===== src/rtl/tuner_nco.sv =====
// -----------------------------------------------------------------------------
// tuner_nco
//
// Numerically controlled oscillator that produces the phase word for a tuner
// mixer. A phase accumulator advances by the frequency word on each sample
// strobe. A phase offset and an optional LFSR dither are then added, and the
// result is truncated to the mixer phase width.
//
// Configuration is double-buffered. A write lands in a shadow register and
// raises that target's pending flag. The next sample strobe copies the shadow
// value into the active register. A second write to the same target is held
// off through cfg_ready until then, so no written value is ever lost.
//
// Pipeline (one sample per en, back-to-back capable):
//   en cycle  : accumulator update, carry capture, offset/dither capture
//   en + 1    : offset + dither add, truncation, output registers
//   en + 2    : phs / phs_valid / wrap visible
//
// Ports
//   clk        sole clock, rising edge
//   reset_n    asynchronous active-low reset
//   en         sample strobe
//   cfg_valid  configuration write request
//   cfg_sel    write target: 0 = frequency word, 1 = phase offset
//   cfg_data   write data (phase offset uses the low PSZ bits)
//   cfg_ready  write accepted when cfg_valid & cfg_ready
//   sync_clr   zero the accumulator at the next strobe
//   dither_en  add LFSR dither below the output LSB
//   phs        output phase word (held between valid samples)
//   phs_valid  one-cycle qualifier for phs
//   wrap       accumulator overflow marker, aligned with phs_valid
// -----------------------------------------------------------------------------
module tuner_nco #(
   parameter int ASZ = 32,
   parameter int PSZ = 11
) (
   input  logic           clk,
   input  logic           reset_n,
   input  logic           en,
   input  logic           cfg_valid,
   input  logic           cfg_sel,
   input  logic [ASZ-1:0] cfg_data,
   output logic           cfg_ready,
   input  logic           sync_clr,
   input  logic           dither_en,
   output logic [PSZ-1:0] phs,
   output logic           phs_valid,
   output logic           wrap
);

   // Dither spans every accumulator bit below the output LSB.
   localparam int          DW        = ASZ - PSZ;
   localparam int          DL        = (DW < 32) ? DW : 32;
   localparam logic [31:0] LFSR_SEED = 32'hACE1_0001;

   // Fibonacci LFSR, polynomial x^32 + x^22 + x^2 + x + 1.
   function automatic logic [31:0] lfsr_next(input logic [31:0] s);
      logic fb;
      fb = s[31] ^ s[21] ^ s[1] ^ s[0];
      return {s[30:0], fb};
   endfunction

   // Plain truncation to the mixer phase width; dither replaces rounding.
   function automatic logic [PSZ-1:0] trunc_phase(input logic [ASZ-1:0] s);
      return s[ASZ-1 -: PSZ];
   endfunction

   // Configuration state
   logic [ASZ-1:0] freq;
   logic [ASZ-1:0] freq_shadow;
   logic           freq_pend;
   logic [PSZ-1:0] poff;
   logic [PSZ-1:0] poff_shadow;
   logic           poff_pend;
   logic           cfg_hs;

   // Accumulator and dither source
   logic [ASZ-1:0] acc;
   logic [ASZ:0]   acc_sum;
   logic           sync_clr_pend;
   logic           clr_now;
   logic [31:0]    lfsr;
   logic [DW-1:0]  dith_bits;

   // Stage-1 outputs
   logic           vld_p1;
   logic           carry_p1;
   logic [PSZ-1:0] poff_p1;
   logic [DW-1:0]  dith_p1;

   // Stage-2 arithmetic
   logic [ASZ-1:0] sum_p2;

   // Ready only depends on the addressed target's pending flag.
   assign cfg_ready = cfg_sel ? ~poff_pend : ~freq_pend;
   assign cfg_hs    = cfg_valid & cfg_ready;

   // A sync_clr arriving on the strobe itself clears on that strobe.
   assign clr_now   = sync_clr_pend | sync_clr;
   assign acc_sum   = {1'b0, acc} + {1'b0, freq};

   always_comb begin
      dith_bits         = '0;
      dith_bits[DL-1:0] = lfsr[DL-1:0];
   end

   // ---------------------------------------------------------------------
   // Configuration shadows: apply pending values on en, then capture new
   // writes. A write cannot hit a target that is applying this cycle,
   // because that target's pending flag holds cfg_ready low.
   // ---------------------------------------------------------------------
   always_ff @(posedge clk or negedge reset_n) begin
      if (!reset_n) begin
         freq        <= '0;
         freq_shadow <= '0;
         freq_pend   <= 1'b0;
         poff        <= '0;
         poff_shadow <= '0;
         poff_pend   <= 1'b0;
      end else begin
         if (en) begin
            if (freq_pend) begin
               freq      <= freq_shadow;
               freq_pend <= 1'b0;
            end
            if (poff_pend) begin
               poff      <= poff_shadow;
               poff_pend <= 1'b0;
            end
         end
         if (cfg_hs) begin
            if (cfg_sel) begin
               poff_shadow <= cfg_data[PSZ-1:0];
               poff_pend   <= 1'b1;
            end else begin
               freq_shadow <= cfg_data;
               freq_pend   <= 1'b1;
            end
         end
      end
   end

   // ---------------------------------------------------------------------
   // Stage 1 (en cycle): accumulate, capture carry, offset and dither.
   // The offset and dither are captured before any update on this strobe,
   // so a newly applied offset affects only later samples.
   // ---------------------------------------------------------------------
   always_ff @(posedge clk or negedge reset_n) begin
      if (!reset_n) begin
         acc           <= '0;
         sync_clr_pend <= 1'b0;
         lfsr          <= LFSR_SEED;
         vld_p1        <= 1'b0;
         carry_p1      <= 1'b0;
         poff_p1       <= '0;
         dith_p1       <= '0;
      end else begin
         vld_p1 <= en;
         if (en) begin
            acc           <= clr_now ? '0 : acc_sum[ASZ-1:0];
            carry_p1      <= ~clr_now & acc_sum[ASZ];
            poff_p1       <= poff;
            dith_p1       <= dither_en ? dith_bits : '0;
            sync_clr_pend <= 1'b0;
            // The all-zero lock-up state is unreachable from the seed.
            // Reloading the seed only guards against a corrupted register.
            lfsr          <= (lfsr == 32'd0) ? LFSR_SEED : lfsr_next(lfsr);
         end else if (sync_clr) begin
            sync_clr_pend <= 1'b1;
         end
      end
   end

   // ---------------------------------------------------------------------
   // Stage 2 (en + 1): offset and dither add, truncate, register outputs.
   // acc still holds the value written by the strobe being processed,
   // even if another strobe updates acc at this same edge.
   // ---------------------------------------------------------------------
   assign sum_p2 = acc + {poff_p1, {DW{1'b0}}} + {{PSZ{1'b0}}, dith_p1};

   always_ff @(posedge clk or negedge reset_n) begin
      if (!reset_n) begin
         phs       <= '0;
         phs_valid <= 1'b0;
         wrap      <= 1'b0;
      end else begin
         phs_valid <= vld_p1;
         wrap      <= vld_p1 & carry_p1;
         if (vld_p1) begin
            phs <= trunc_phase(sum_p2);
         end
      end
   end

endmodule


===== config.mk =====
export PLATFORM = sky130hd
export DESIGN_NAME = tuner_nco
export DESIGN_NICKNAME = d
export VERILOG_FILES = /design/src/rtl/tuner_nco.sv
export SDC_FILE = /design/constraint.sdc
export NUM_CORES = 1
export LEC_CHECK = 0
export BUFFER_PORTS_ARGS = -buffer_cell sky130_fd_sc_hd__buf_4
export CAP_MARGIN = 20
export CELL_PAD_IN_SITES_DETAIL_PLACEMENT = 1
export CELL_PAD_IN_SITES_GLOBAL_PLACEMENT = 2
export CORE_AREA = 2 2 155 157
export CTS_BUF_LIST = sky130_fd_sc_hd__clkbuf_4 sky130_fd_sc_hd__clkbuf_8 sky130_fd_sc_hd__clkbuf_16
export CTS_CLUSTER_DIAMETER = 30
export CTS_CLUSTER_SIZE = 12
export DETAILED_ROUTE_END_ITERATION = 7
export DIE_AREA = 0 0 157 159
export GPL_TIMING_DRIVEN = 0
export PLACE_DENSITY = 0.94
export REMOVE_ABC_BUFFERS = 1
export SLEW_MARGIN = 20
export SYNTH_ARGS = -nofsm -noshare
export SYNTH_HDL_FRONTEND = slang
export SYNTH_SLANG_ARGS = --single-unit

===== constraint.sdc =====
create_clock -name clk -period 5.74 [get_ports clk]
set_input_delay 0.861 -clock clk [delete_from_list [all_inputs] [get_ports clk]]
set_output_delay 0.861 -clock clk [all_outputs]
set_load 0.05 [all_outputs]

Word-level counts from Yosys, hierarchy flattened
Cells that the tools add are included.
{ "op_classes": {"addsub": 3, "muxes": 12, "reduce_logical": 6, "bitwise": 11} }
{ "op_table": {"columns": ["operator", "count"], "rows": [
  ["$mux 32", 2],
  ["$add 32x32->33", 1],
  ["$add 32x21->32", 1],
  ["$add 32x32->32", 1],
  ["$logic_not 32->1", 1],
  ["$mux 21", 1],
  ["$mux 1", 9],
  ["$reduce_and 2->1", 4],
  ["$not 1->1", 4],
  ["$and 1x1->1", 3],
  ["$xor 1x1->1", 3],
  ["$reduce_bool 2->1", 1],
  ["$or 1x1->1", 1]
]} }
{ "word_totals": {"inputBits": 39, "output_inout_bits": 14, "elab_cells": 48, "register_bits": 200} }

Longest topological paths before layout
{ "logic_depth": {"depth_word": 4, "mapped_depth": 12, "mapped_depth_nobuf": 12} }

Worst setup path before layout
No wires, ideal clock.
{ "synth_timing": {"path_kind": "flip-flop to flip-flop", "start": "register acc[0]", "end": "register acc[30]", "n_path_buf": 0, "setup_slack_ns": 3.071, "stages_incl_launch_ff": 13, "t_arrival_ns": 2.537, "path_cell_list": "dfrtp_1 -> ha_1 -> inv_1 -> fa_1 -> nor2b_1 -> o21ai_1 -> a21boi_2 -> o21ai_1 -> a31o_1 -> a31o_2 -> a31oi_4 -> a21oi_1 -> or3b_1"} }
{ "synth_via": {"elab_chain_len": 2} }
{ "synth_lines": {"columns": ["element", "line_no", "rtl"], "rows": [
  ["start, declared", "78", "logic [ASZ-1:0] acc;"],
  ["start signal, assigned", "160", "acc <= clr_now ? '0 : acc_sum[ASZ-1:0];"],
  ["$add 32x32->33", "100", "assign acc_sum = {1'b0, acc} + {1'b0, freq};"],
  ["$mux 32", "160", null]
]} }
No other way between the ends.
A chain may end at the register's enable or synchronous reset.

==> results.sh <==
export IMPL_power_density_cell_area_mw_per_mm2=547
export IMPL_critical_path_endpoint_type="flip-flop"
export IMPL_post_synth_most_frequent_cells="dfrtp_1, mux2_2, ha_1"
export IMPL_timing_worst_setup_path_type="primary input to flip-flop"
export IMPL_clock_skew_final_ns=0.0149
export IMPL_multi_input_comb_area_sq_mm=0.00498
export IMPL_chipWidth_microns=157
export IMPL_die_h_microns=159
export IMPL_synth_largest_area_cell="dfrtp_1"
export IMPL_wl_per_cell_microns=19.3
export IMPL_fp_dieArea_sq_mm=0.0250
export IMPL_floorplan_initialDensity_pct=44.3
export IMPL_power_static_leakage_nw=5.34
export IMPL_grt_max_degree=98
export IMPL_area_sequential_sq_mm=0.00502
export IMPL_vdd_ir_drop_max_v=0.000207
export IMPL_cts_inserted_buffers=17
export IMPL_yosysSeqAreaShare_pct=48.8
export IMPL_worst_ep_arrival_time_ns=3.76
export IMPL_postCtsHoldBufs=0
export IMPL_setup_viol_count_final=0
export IMPL_io_buffers=52
export IMPL_detailed_place_area_sq_mm=0.0111
export IMPL_startpoint_type_of_the_worst_setup_path="primary input"
export IMPL_layout_cell_area_non_filler_sq_mm=0.0117
export IMPL_clock_tree_from_tritoncts="yes"
export IMPL_synth_area_leaders="dfrtp_1, mux2_2, ha_1"
export IMPL_place_ws_ns=1.85
export IMPL_timing_hold_worst_class="primary input to async pin"
export IMPL_dp_cells=1229
export IMPL_syn_cell_area_sq_mm=0.0103
export IMPL_worst_skew_pair_late_latency_ns=0.45
export IMPL_layout_setup_ws_ns=2.32
export IMPL_grt_pass1_vias=7795
export IMPL_num_fill_cells=2465
export IMPL_cts_reportedPaths_clkPinSlew_ns=0.08
export IMPL_drt_pass1_iterations=4
export IMPL_post_layout_nonfiller_instances=1261
export IMPL_postCtsSetupBuffers=0
export IMPL_drt_wl_total_microns=24300
export IMPL_ys_types=71
export IMPL_htreeDepth=4
export IMPL_tightest_slew_ns=1.04
export IMPL_maxSlewViolCount=0
export IMPL_tritoncts_num_sinks=200
export IMPL_synth_largest_type_area_fraction_pct=46.5
export IMPL_clock_root_buffer="clkbuf_16"
export IMPL_detail_route_iter0_violations=280
export IMPL_dominantRegCellSynth="dfrtp_1"
export IMPL_yosysWarningCount=0
export IMPL_drv_cap=0
export IMPL_fin_crit_sh_pct=59.6
export IMPL_detail_route_vias_per_cell=5.61
export IMPL_synthMostInstantiatedCell="dfrtp_1"
export IMPL_globalRouteOverflowTotal=0
export IMPL_track_usage_pct=20.4
export IMPL_status="completed"
export IMPL_post_route_cells_drive_above_1_share_pct=27.1
export IMPL_grt_pass1_wl_microns=40400
export IMPL_design_portCount=53
export IMPL_area_growth_syn_to_layout_pct=13.7
export IMPL_relSlewSlack_pct=30.6
export IMPL_gp_congestion=0.791
export IMPL_cts_repair_resize_count=0
export IMPL_finalWorstPathRequiredPeriod_ns=3.42
export IMPL_worstPathMaxFanout=97
export IMPL_drc=0
export IMPL_report_power_total_mw=6.38
export IMPL_antenna_left=0
export IMPL_hpwlAfterDp_microns=17200
export IMPL_max_freq_ghz=0.292
export IMPL_setup_tns_final_ns=0
export IMPL_floorplan_rows=56
export IMPL_num_antenna_cells=0
export IMPL_clock_tree_buffer_depth=2
export IMPL_rsz_0062_raised_after_global_routing="no"
export IMPL_dr_total_vias=7069
export IMPL_worstPathRequired_ns=6.08
export IMPL_yosys_register_bits=200
export IMPL_synth_edf_count=0
export IMPL_syn_instance_count=883
export IMPL_avgSynthCellArea_sq_um=11.6
export IMPL_final_nets=1031
export IMPL_postSynth_asyncResetShare_pct=100
export IMPL_hold_viol=0
export IMPL_coreArea_sq_mm=0.0232
export IMPL_grt_antenna_before_repair=0
## logic make-up after synthesis
logic type / count (synthesis) / share of synthesized area, %
AOI/OAI and AO/OA: 224 / 16.0
xor gates and xnor gates: 31 / 2.64
adders and majority gates: 63 / 7.75
buffers and inverters: 76 / 2.79
DFF: 200 / 48.8
muxes: 132 / 14.4
and+or+nand+nor: 157 / 7.56
## area by class of cell
cell class                      instances  share of cell area (%)
Sequential cell                       200                    43.0
Multi-Input combinational cell        607                    42.7
Timing Repair Buffer                   62                    4.60
Clock buffer                           17                    3.64
Tap cell                              319                    3.42
Clock inverter                         15                    1.39
Inverter                               41                    1.32
## worst max-delay path, stage by stage
cell and delay (ns):
buf_4 0.74, inv_2 0.59, nor3_2 0.61, buf_6 0.23, buf_6 0.16, nand2_1 0.07
a311o_1 0.29, o311ai_1 0.09
## report_power, final
group / switching, mW / leakage (nW) / internal, mW
sequential: 0.440 / 2.40 / 1.93
combinational: 1.52 / 2.66 / 1.27
clock: 0.598 / 0.284 / 0.618
total: 2.56 / 5.34 / 3.82
## sequential cells by signal (all words and copies together), names as in the netlist, 11 cells and up
name         count
dith_p1         21
poff            11
poff_shadow     11
freq_shadow     32
acc             32
poff_p1         11
lfsr            32
freq            32
phs             11
## per-layer routing
layer	GRT usage (%)	part of all wire, %	vias to the layer above
li1	-	-	3336
met1	26.6	45	3644
met2	35.4	52	71
met3	2.91	2.5	18
met4	5.34	1.1	0
met5	0	0	-
## through the flow
stage               util (%)  hold WS (ns)
finish                  50.3         0.270
global route            50.3         0.274
CTS                     50.3         0.263
detailed placement      47.8         0.490
global placement        47.1         0.467
floorplan                  -         0.448
## path summary, 6_finish.rpt
check	start	cells after the start	slack (ns)	endpoint
max reg2reg	acc[0]	12	2.60	acc[28]
max in group asynchronous	reset_n	3	4.35	acc[16]
min	reset_n	1	0.27	poff_shadow[7]
max	en	8	2.32	acc[28]
min in group clk	freq_shadow[18]	1	0.50	freq[18]
min reg2reg	freq_shadow[18]	1	0.50	freq[18]
## cell usage in the layout (no fill, tap or decap), types with 4 or more instances in the layout
cell / n
and3_1: 4
dfstp_2: 9
nor4_1: 9
nand2b_1: 5
a21oi_1: 46
o21a_1: 5
xor2_1: 11
a31oi_1: 4
inv_1: 40
o32ai_1: 4
ha_1: 62
o21ai_1: 21
o21ai_0: 33
nand2_1: 34
a21o_1: 31
nand4_1: 4
nor2_1: 37
xnor2_1: 20
buf_4: 55
dfrtp_1: 191
o22a_1: 10
mux2_2: 129
inv_6: 5
nor2b_1: 8
nor3_1: 5
nand3_1: 34
clkbuf_16: 17
a211oi_1: 4
a22o_1: 21
No activity file was read; power rests on OpenSTA's default activity.
